### src/rtl/alu_pkg.sv
// Shared types for the bit-serial ALU engine: alu1bit opcode encoding and sequencer states.
package alu_pkg;

    typedef enum logic [1:0] {
        ALU_NOR = 2'b00,
        ALU_XOR = 2'b01,
        ALU_ADD = 2'b10,
        ALU_SUB = 2'b11
    } alu_op_e;

    typedef enum logic [1:0] {
        ST_IDLE = 2'b00,
        ST_RUN  = 2'b01,
        ST_DONE = 2'b10
    } alu_state_e;

    // ADD and SUB are the only ops that propagate a carry/borrow.
    function automatic logic is_arith(alu_op_e op);
        return op[1];
    endfunction

endpackage

### src/rtl/alu_serial_engine_if.sv
// Request/response bundle between a controller and the bit-serial ALU engine.
interface alu_serial_engine_if #(
    parameter int WIDTH = 8
);
    logic             start;
    logic [1:0]       op;
    logic [WIDTH-1:0] a;
    logic [WIDTH-1:0] b;
    logic             cin;
    logic             busy;
    logic             done;
    logic [WIDTH-1:0] result;
    logic             cout;

    modport master (
        output start, op, a, b, cin,
        input  busy, done, result, cout
    );

    modport slave (
        input  start, op, a, b, cin,
        output busy, done, result, cout
    );
endinterface

### src/rtl/alu1bit.sv
// One-bit ALU datapath cell: NOR / XOR / full-add / full-subtract with carry or borrow out.
module alu1bit
    import alu_pkg::*;
(
    input  logic    a,
    input  logic    b,
    input  logic    cin,
    input  alu_op_e op,
    output logic    s,
    output logic    cout
);

    always_comb begin
        s    = 1'b0;
        cout = 1'b0;
        case (op)
            ALU_NOR: s = ~(a | b);
            ALU_XOR: s = a ^ b;
            ALU_ADD: begin
                s    = a ^ b ^ cin;
                cout = (a & b) | (a & cin) | (b & cin);
            end
            ALU_SUB: begin
                s    = a ^ b ^ cin;
                cout = (~a & b) | (~a & cin) | (b & cin);
            end
            default: begin
                s    = 1'b0;
                cout = 1'b0;
            end
        endcase
    end

endmodule

### src/rtl/alu_serial_engine.sv
// Bit-serial WIDTH-bit ALU: latches operands on start, feeds alu1bit one bit per clock LSB first,
// chains carry/borrow through a flop and pulses done with the assembled result.
//
// state   | meaning
// IDLE    | waiting for start
// RUN     | shifting one operand bit per clock through alu1bit
// DONE    | done pulse cycle; start here is accepted back-to-back
module alu_serial_engine
    import alu_pkg::*;
#(
    parameter int WIDTH = 8
) (
    input  logic                clk,
    input  logic                rst,
    alu_serial_engine_if.slave  bus
);

    localparam int CNT_W = $clog2(WIDTH);
    localparam logic [CNT_W-1:0] CNT_LAST = CNT_W'(WIDTH - 1);

    alu_state_e       state_q, state_d;
    logic [CNT_W-1:0] cnt_q, cnt_d;
    logic [WIDTH-1:0] a_sh_q, a_sh_d;
    logic [WIDTH-1:0] b_sh_q, b_sh_d;
    logic [WIDTH-1:0] result_q, result_d;
    alu_op_e          op_q, op_d;
    logic             carry_q, carry_d;
    logic             cout_q, cout_d;
    logic             busy_q, busy_d;
    logic             done_q, done_d;

    logic bit_s;
    logic bit_c;

    alu1bit u_alu1bit (
        .a    (a_sh_q[0]),
        .b    (b_sh_q[0]),
        .cin  (carry_q),
        .op   (op_q),
        .s    (bit_s),
        .cout (bit_c)
    );

    always_comb begin
        state_d  = state_q;
        cnt_d    = cnt_q;
        a_sh_d   = a_sh_q;
        b_sh_d   = b_sh_q;
        result_d = result_q;
        op_d     = op_q;
        carry_d  = carry_q;
        cout_d   = cout_q;
        busy_d   = busy_q;
        done_d   = 1'b0;

        case (state_q)
            ST_IDLE, ST_DONE: begin
                busy_d  = 1'b0;
                state_d = ST_IDLE;
                if (bus.start) begin
                    state_d  = ST_RUN;
                    a_sh_d   = bus.a;
                    b_sh_d   = bus.b;
                    op_d     = alu_op_e'(bus.op);
                    carry_d  = is_arith(alu_op_e'(bus.op)) ? bus.cin : 1'b0;
                    cnt_d    = '0;
                    result_d = '0;
                    cout_d   = 1'b0;
                    busy_d   = 1'b1;
                end
            end
            ST_RUN: begin
                result_d = {bit_s, result_q[WIDTH-1:1]};
                a_sh_d   = a_sh_q >> 1;
                b_sh_d   = b_sh_q >> 1;
                carry_d  = bit_c;
                if (cnt_q == CNT_LAST) begin
                    // Counter parks at the last index; it is reloaded on the next accept.
                    state_d = ST_DONE;
                    busy_d  = 1'b0;
                    done_d  = 1'b1;
                    cout_d  = is_arith(op_q) ? bit_c : 1'b0;
                end else begin
                    cnt_d = cnt_q + CNT_W'(1);
                end
            end
            default: begin
                state_d = ST_IDLE;
                busy_d  = 1'b0;
            end
        endcase
    end

    always_ff @(posedge clk or posedge rst) begin
        if (rst) begin
            state_q  <= ST_IDLE;
            cnt_q    <= '0;
            a_sh_q   <= '0;
            b_sh_q   <= '0;
            result_q <= '0;
            op_q     <= ALU_NOR;
            carry_q  <= 1'b0;
            cout_q   <= 1'b0;
            busy_q   <= 1'b0;
            done_q   <= 1'b0;
        end else begin
            state_q  <= state_d;
            cnt_q    <= cnt_d;
            a_sh_q   <= a_sh_d;
            b_sh_q   <= b_sh_d;
            result_q <= result_d;
            op_q     <= op_d;
            carry_q  <= carry_d;
            cout_q   <= cout_d;
            busy_q   <= busy_d;
            done_q   <= done_d;
        end
    end

    assign bus.busy   = busy_q;
    assign bus.done   = done_q;
    assign bus.result = result_q;
    assign bus.cout   = cout_q;

endmodule

### src/flat_wrapper.sv
// flat-port wrapper written by rule: the top's interface ports become plain ports
module alu_serial_engine_flat import alu_pkg::*;
#(
    parameter int WIDTH = 8
)
  (clk, rst, bus_start, bus_op, bus_a, bus_b, bus_cin, bus_busy, bus_done, bus_result, bus_cout);
  alu_serial_engine_if #(.WIDTH(WIDTH)) bus_i ();
  input  logic clk;
  input  logic rst;
  input wire logic [$bits(bus_i.start)-1:0] bus_start;
  input wire logic [$bits(bus_i.op)-1:0] bus_op;
  input wire logic [$bits(bus_i.a)-1:0] bus_a;
  input wire logic [$bits(bus_i.b)-1:0] bus_b;
  input wire logic [$bits(bus_i.cin)-1:0] bus_cin;
  output wire logic [$bits(bus_i.busy)-1:0] bus_busy;
  output wire logic [$bits(bus_i.done)-1:0] bus_done;
  output wire logic [$bits(bus_i.result)-1:0] bus_result;
  output wire logic [$bits(bus_i.cout)-1:0] bus_cout;
  assign bus_i.start = bus_start;
  assign bus_i.op = bus_op;
  assign bus_i.a = bus_a;
  assign bus_i.b = bus_b;
  assign bus_i.cin = bus_cin;
  assign bus_busy = bus_i.busy;
  assign bus_done = bus_i.done;
  assign bus_result = bus_i.result;
  assign bus_cout = bus_i.cout;
  alu_serial_engine #(.WIDTH(WIDTH)) u_core (.clk(clk), .rst(rst), .bus(bus_i));
endmodule
### config.mk
export PLATFORM = sky130hd
export DESIGN_NAME = alu_serial_engine_flat
export DESIGN_NICKNAME = d
export VERILOG_FILES = /design/src/rtl/alu_pkg.sv /design/src/rtl/alu_serial_engine_if.sv /design/src/rtl/alu1bit.sv /design/src/rtl/alu_serial_engine.sv /design/src/flat_wrapper.sv
export SDC_FILE = /design/constraint.sdc
export NUM_CORES = 1
export LEC_CHECK = 0
export BUFFER_PORTS_ARGS = -buffer_cell sky130_fd_sc_hd__buf_2
export CAP_MARGIN = 20
export CORE_MARGIN = 3
export CORE_UTILIZATION = 56
export CTS_BUF_LIST = sky130_fd_sc_hd__clkbuf_2
export CTS_CLUSTER_SIZE = 16
export DETAILED_ROUTE_END_ITERATION = 10
export GPL_TIMING_DRIVEN = 0
export PLACE_DENSITY = 0.8
export SLEW_MARGIN = 10
export SYNTH_ARGS = -nofsm -noshare
export SYNTH_HDL_FRONTEND = slang
export SYNTH_HIERARCHICAL = 1
export SYNTH_SLANG_ARGS = --single-unit
### constraint.sdc
create_clock -name clk -period 2.2 [get_ports clk]
set_clock_uncertainty 0.2 [all_clocks]
set_input_delay 0.22 -clock clk [delete_from_list [all_inputs] [get_ports clk]]
set_output_delay 0.22 -clock clk [all_outputs]
set_load 0.01 [all_outputs]
==> reports/results.txt <==
Reg clk slew, reported paths -> 160 ps
HPWL after detailed placement -> 2315 um
setup TNS -> 0 ps
Largest stage delay, worst path -> 430 ps
pwr dens -> 1293 nW/um^2
number of antenna-violating nets in the routed design -> 0
largest family of logic cells by synthesized area -> simple AND/OR/NAND/NOR gates
Die Y -> 59.23 um
largest net degree at the start of global routing -> 36
DR vias/cell -> 5.706
# IOs -> 33
RSZ-0062 raised after global routing -> false
Diodes inserted -> 0
share of power burned in registers -> 0.433
Top cell by count, worst path -> ha_1
GRT Residual Overflow -> 0
Design Area, Final -> 2022 sq um
TritonCTS clock tree -> yes
R2R depth -> 6
Total GRT Usage -> 0.2417
register area share after synthesis -> 0.5521
final hold slack -> 135.5 ps
CP Max Fanout -> 8
CP delay by family, top -> adder cells
DRC Markers -> 0
Synth Cell Area -> 1587 sq um
HP Class -> in -> reg
fmax -> 552.0 MHz
crit share post-route -> 0.8235
Avg Synthesized Cell Area -> 10.72 sq um
share of layout cells above drive strength 1 -> 0.2885
Syn Inst Count -> 148
root buffer cell -> clkbuf_2
worst skew pair latency -> 350 ps
Final Non-Filler Cells -> 238
Peak supply drop -> 828.6 uV
endpoints failing hold -> 0
total CTS buffers -> 5
mux share of post-synthesis cell area -> 0
Synth Area in Simple Gates -> 0.1987
internal power -> 1.547 mW
synth top area cells -> dfrtp_1, a22o_1, o22ai_1
WS Path Type -> reg -> reg
Crit path required time -> 2260 ps
H-tree depth -> 2
drt wl/cell -> 15.33 um
starting DRC count in detailed routing -> 48
fin nets -> 234
crit path cell chain -> ha_1, ha_1, or3b_1, buf_2, nand3_1, o21ai_1
post-placement cell count -> 210
die area -> 3508 sq um
utilization after layout -> 0.7807
clk buf depth -> 2
count of pins over their slew limit -> 0
Placer Congestion -> 0.7338
startpoint types -> register
relative slew slack -> 0.5275
Net Sw Frac -> 0.4083
clock sink total -> 35
xor and xnor fraction of the mapped netlist area -> 0
Mapped Nets -> 175
Stages on worst setup path -> 6
maxcap violations -> 0
placed cell areas -> 1784 sq um
Synth Area in Adders -> 0.03943
Synth Area in Compound Gates -> 0.1491
min Tclk post-route -> 1812 ps
Slew @ Worst Pin -> 707.6 ps
Psw -> 1.067 mW
port bufs -> 32
Crit. End Element -> register
first-pass GRT wire length -> 6154 um
DR pass1 iterations -> 4
Synth Warn # -> 6
critical path arrival -> 1870 ps
Worst path slowest cell -> dfrtp_1
Buf/Inv on CP -> 1
worst r2r src -> u_core/cnt_q[0]$_DFFE_PP0P_
largest area contributor in the netlist -> dfrtp_1
WL final -> 3648 um
status -> finished, final reports clean
Netlist cell types -> 26
Synth top area share -> 0.5521
Core ar. -> 2590 sq um
CP endpoint -> u_core/cnt_q[1]$_DFFE_PP0P_
number of placement rows -> 18
DR vias -> 1358
final setup violation count -> 0
Pleak -> 0.9929 nW
Starting Density -> 0.6126
vias in the first global route -> 1381
Yosys reg bits -> 35
initial antenna violation count -> 0
Layout area overhead -> 27.44%
Worst Setup SP -> u_core/cnt_q[0]$_DFFE_PP0P_
reg2reg end -> u_core/cnt_q[1]$_DFFE_PP0P_
Comb power frac -> 0.462
die width -> 59.23 um
Clock Power Share -> 0.105
post-cts sizing count -> 0
flop2flop setup slack -> 390 ps
[worst min path at each step]
| stage | from | end | slack, ps | cells past startpoint |
|---|---|---|---|---|
| floorplan | bus_op[0] | u_core/op_q[0]$_DFFE_PP0P_ | 130 | 2 |
| global placement | bus_op[0] | u_core/op_q[0]$_DFFE_PP0P_ | 210 | 3 |
| detailed placement | rst | u_core/op_q[0]$_DFFE_PP0P_ | 170 | 2 |
| CTS | bus_start | u_core/carry_q$_DFFE_PP0P_ | 90 | 4 |
| global route | bus_start | u_core/carry_q$_DFFE_PP0P_ | 110 | 4 |
| finish | bus_start | u_core/carry_q$_DFFE_PP0P_ | 140 | 4 |
[power by group through the flow]
stage | logic, mW | clock network, mW | registers [mW]
after floorplan | 0.867 | 0 | 1.13
after global placement | 1.11 | 0 | 1.12
after detailed placement | 1.17 | 0 | 1.14
after CTS | 1.20 | 0.287 | 1.13
after global routing | 1.36 | 0.319 | 1.17
final | 1.21 | 0.275 | 1.13
[kinds of logic (layout without fill, tap and decap cells)]
group,count (synthesis),after routing
and+or+nand+nor,57,57
DFF,35,35
AOI/OAI and AO/OA,34,34
buffers and inverters,17,77
adders and majority gates,5,5
[worst reg2reg max path: stages (launching register included)]
cell	delay, ps
dfrtp_1	430
ha_1	220
ha_1	220
or3b_1	340
buf_2	170
nand3_1	90
o21ai_1	60
[metal layers]
layer	up-vias	track usage	wire length, um
li1	650	-	-
met1	650	0.2811	1425
met2	54	0.4212	1945
met3	4	0.07843	238
met4	0	0.07120	38
met5	-	0	0
[cells in the final DEF, fill, tap and decap left out]
| master | synthesis | layout |
|---|---|---|
| and2b_4 | 1 | 1 |
| nor2b_1 | 1 | 1 |
| o21ai_1 | 5 | 5 |
| buf_6 | 2 | 2 |
| dlygate4sd3_1 | 0 | 20 |
| nand2b_1 | 2 | 2 |
| nor3_2 | 8 | 8 |
| or3b_1 | 1 | 1 |
| nor3_1 | 7 | 7 |
| and2_1 | 2 | 2 |
| inv_2 | 0 | 1 |
| o22ai_1 | 14 | 14 |
| o221a_2 | 1 | 1 |
| nand2_1 | 11 | 11 |
| a31oi_1 | 2 | 2 |
| inv_1 | 7 | 6 |
| o211ai_1 | 1 | 1 |
| nand3b_1 | 1 | 1 |
| buf_2 | 5 | 37 |
| a21oi_1 | 1 | 1 |
| nand3_1 | 4 | 4 |
| ha_1 | 5 | 5 |
| a22o_1 | 10 | 10 |
| clkbuf_2 | 0 | 6 |
| dfrtp_1 | 35 | 35 |
| buf_4 | 3 | 3 |
| nor2_4 | 1 | 1 |
| nor2_1 | 17 | 17 |
| clkinv_1 | 0 | 2 |
| nand4_1 | 1 | 1 |
[synth_stat cells]
master / count
inv_1: 7
a21oi_1: 1
and2b_4: 1
nor2b_1: 1
nand2_1: 11
buf_6: 2
nor2_1: 17
a22o_1: 10
nand3b_1: 1
nand2b_1: 2
nor3_1: 7
buf_4: 3
o21ai_1: 5
o211ai_1: 1
nor2_4: 1
ha_1: 5
nand3_1: 4
o221a_2: 1
nand4_1: 1
buf_2: 5
and2_1: 2
o22ai_1: 14
a31oi_1: 2
dfrtp_1: 35
or3b_1: 1
nor3_2: 8
[per-stage QoR]
stage               power, mW  setup slack, ps
finish                  2.615            388.4
global route            2.843            251.8
CTS                     2.618            380.5
detailed placement      2.310            404.4
global placement        2.226            437.9
floorplan               1.992            506.3
[registers in the layout, indices dropped and copies added (netlist names)]
name / flops
u_core/bus.done: 1
u_core/b_sh_q: 8
u_core/state_q: 2
u_core/cnt_q: 3
u_core/op_q: 2
u_core/a_sh_q: 8
u_core/bus.busy: 1
u_core/carry_q: 1
u_core/bus.cout: 1
u_core/bus.result: 8
[area by class of cell]
cell class | count | area, sq um
fill | 173 | 568.0
clock buffer | 6 | 30.03
clock inverter | 2 | 7.507
buffer | 10 | 70.07
inverter | 7 | 26.28
timing repair buffer | 52 | 360.3
multi-input combinational | 96 | 614.3
tap | 30 | 37.54
sequential | 35 | 875.8
[timing repair]
| action | in CTS | in global routing |
|---|---|---|
| setup buffers | 0 | 0 |
| hold endpoints to repair | 54 | 0 |
| hold buffers | 20 | 0 |
No activity file was read; power rests on OpenSTA's default activity.
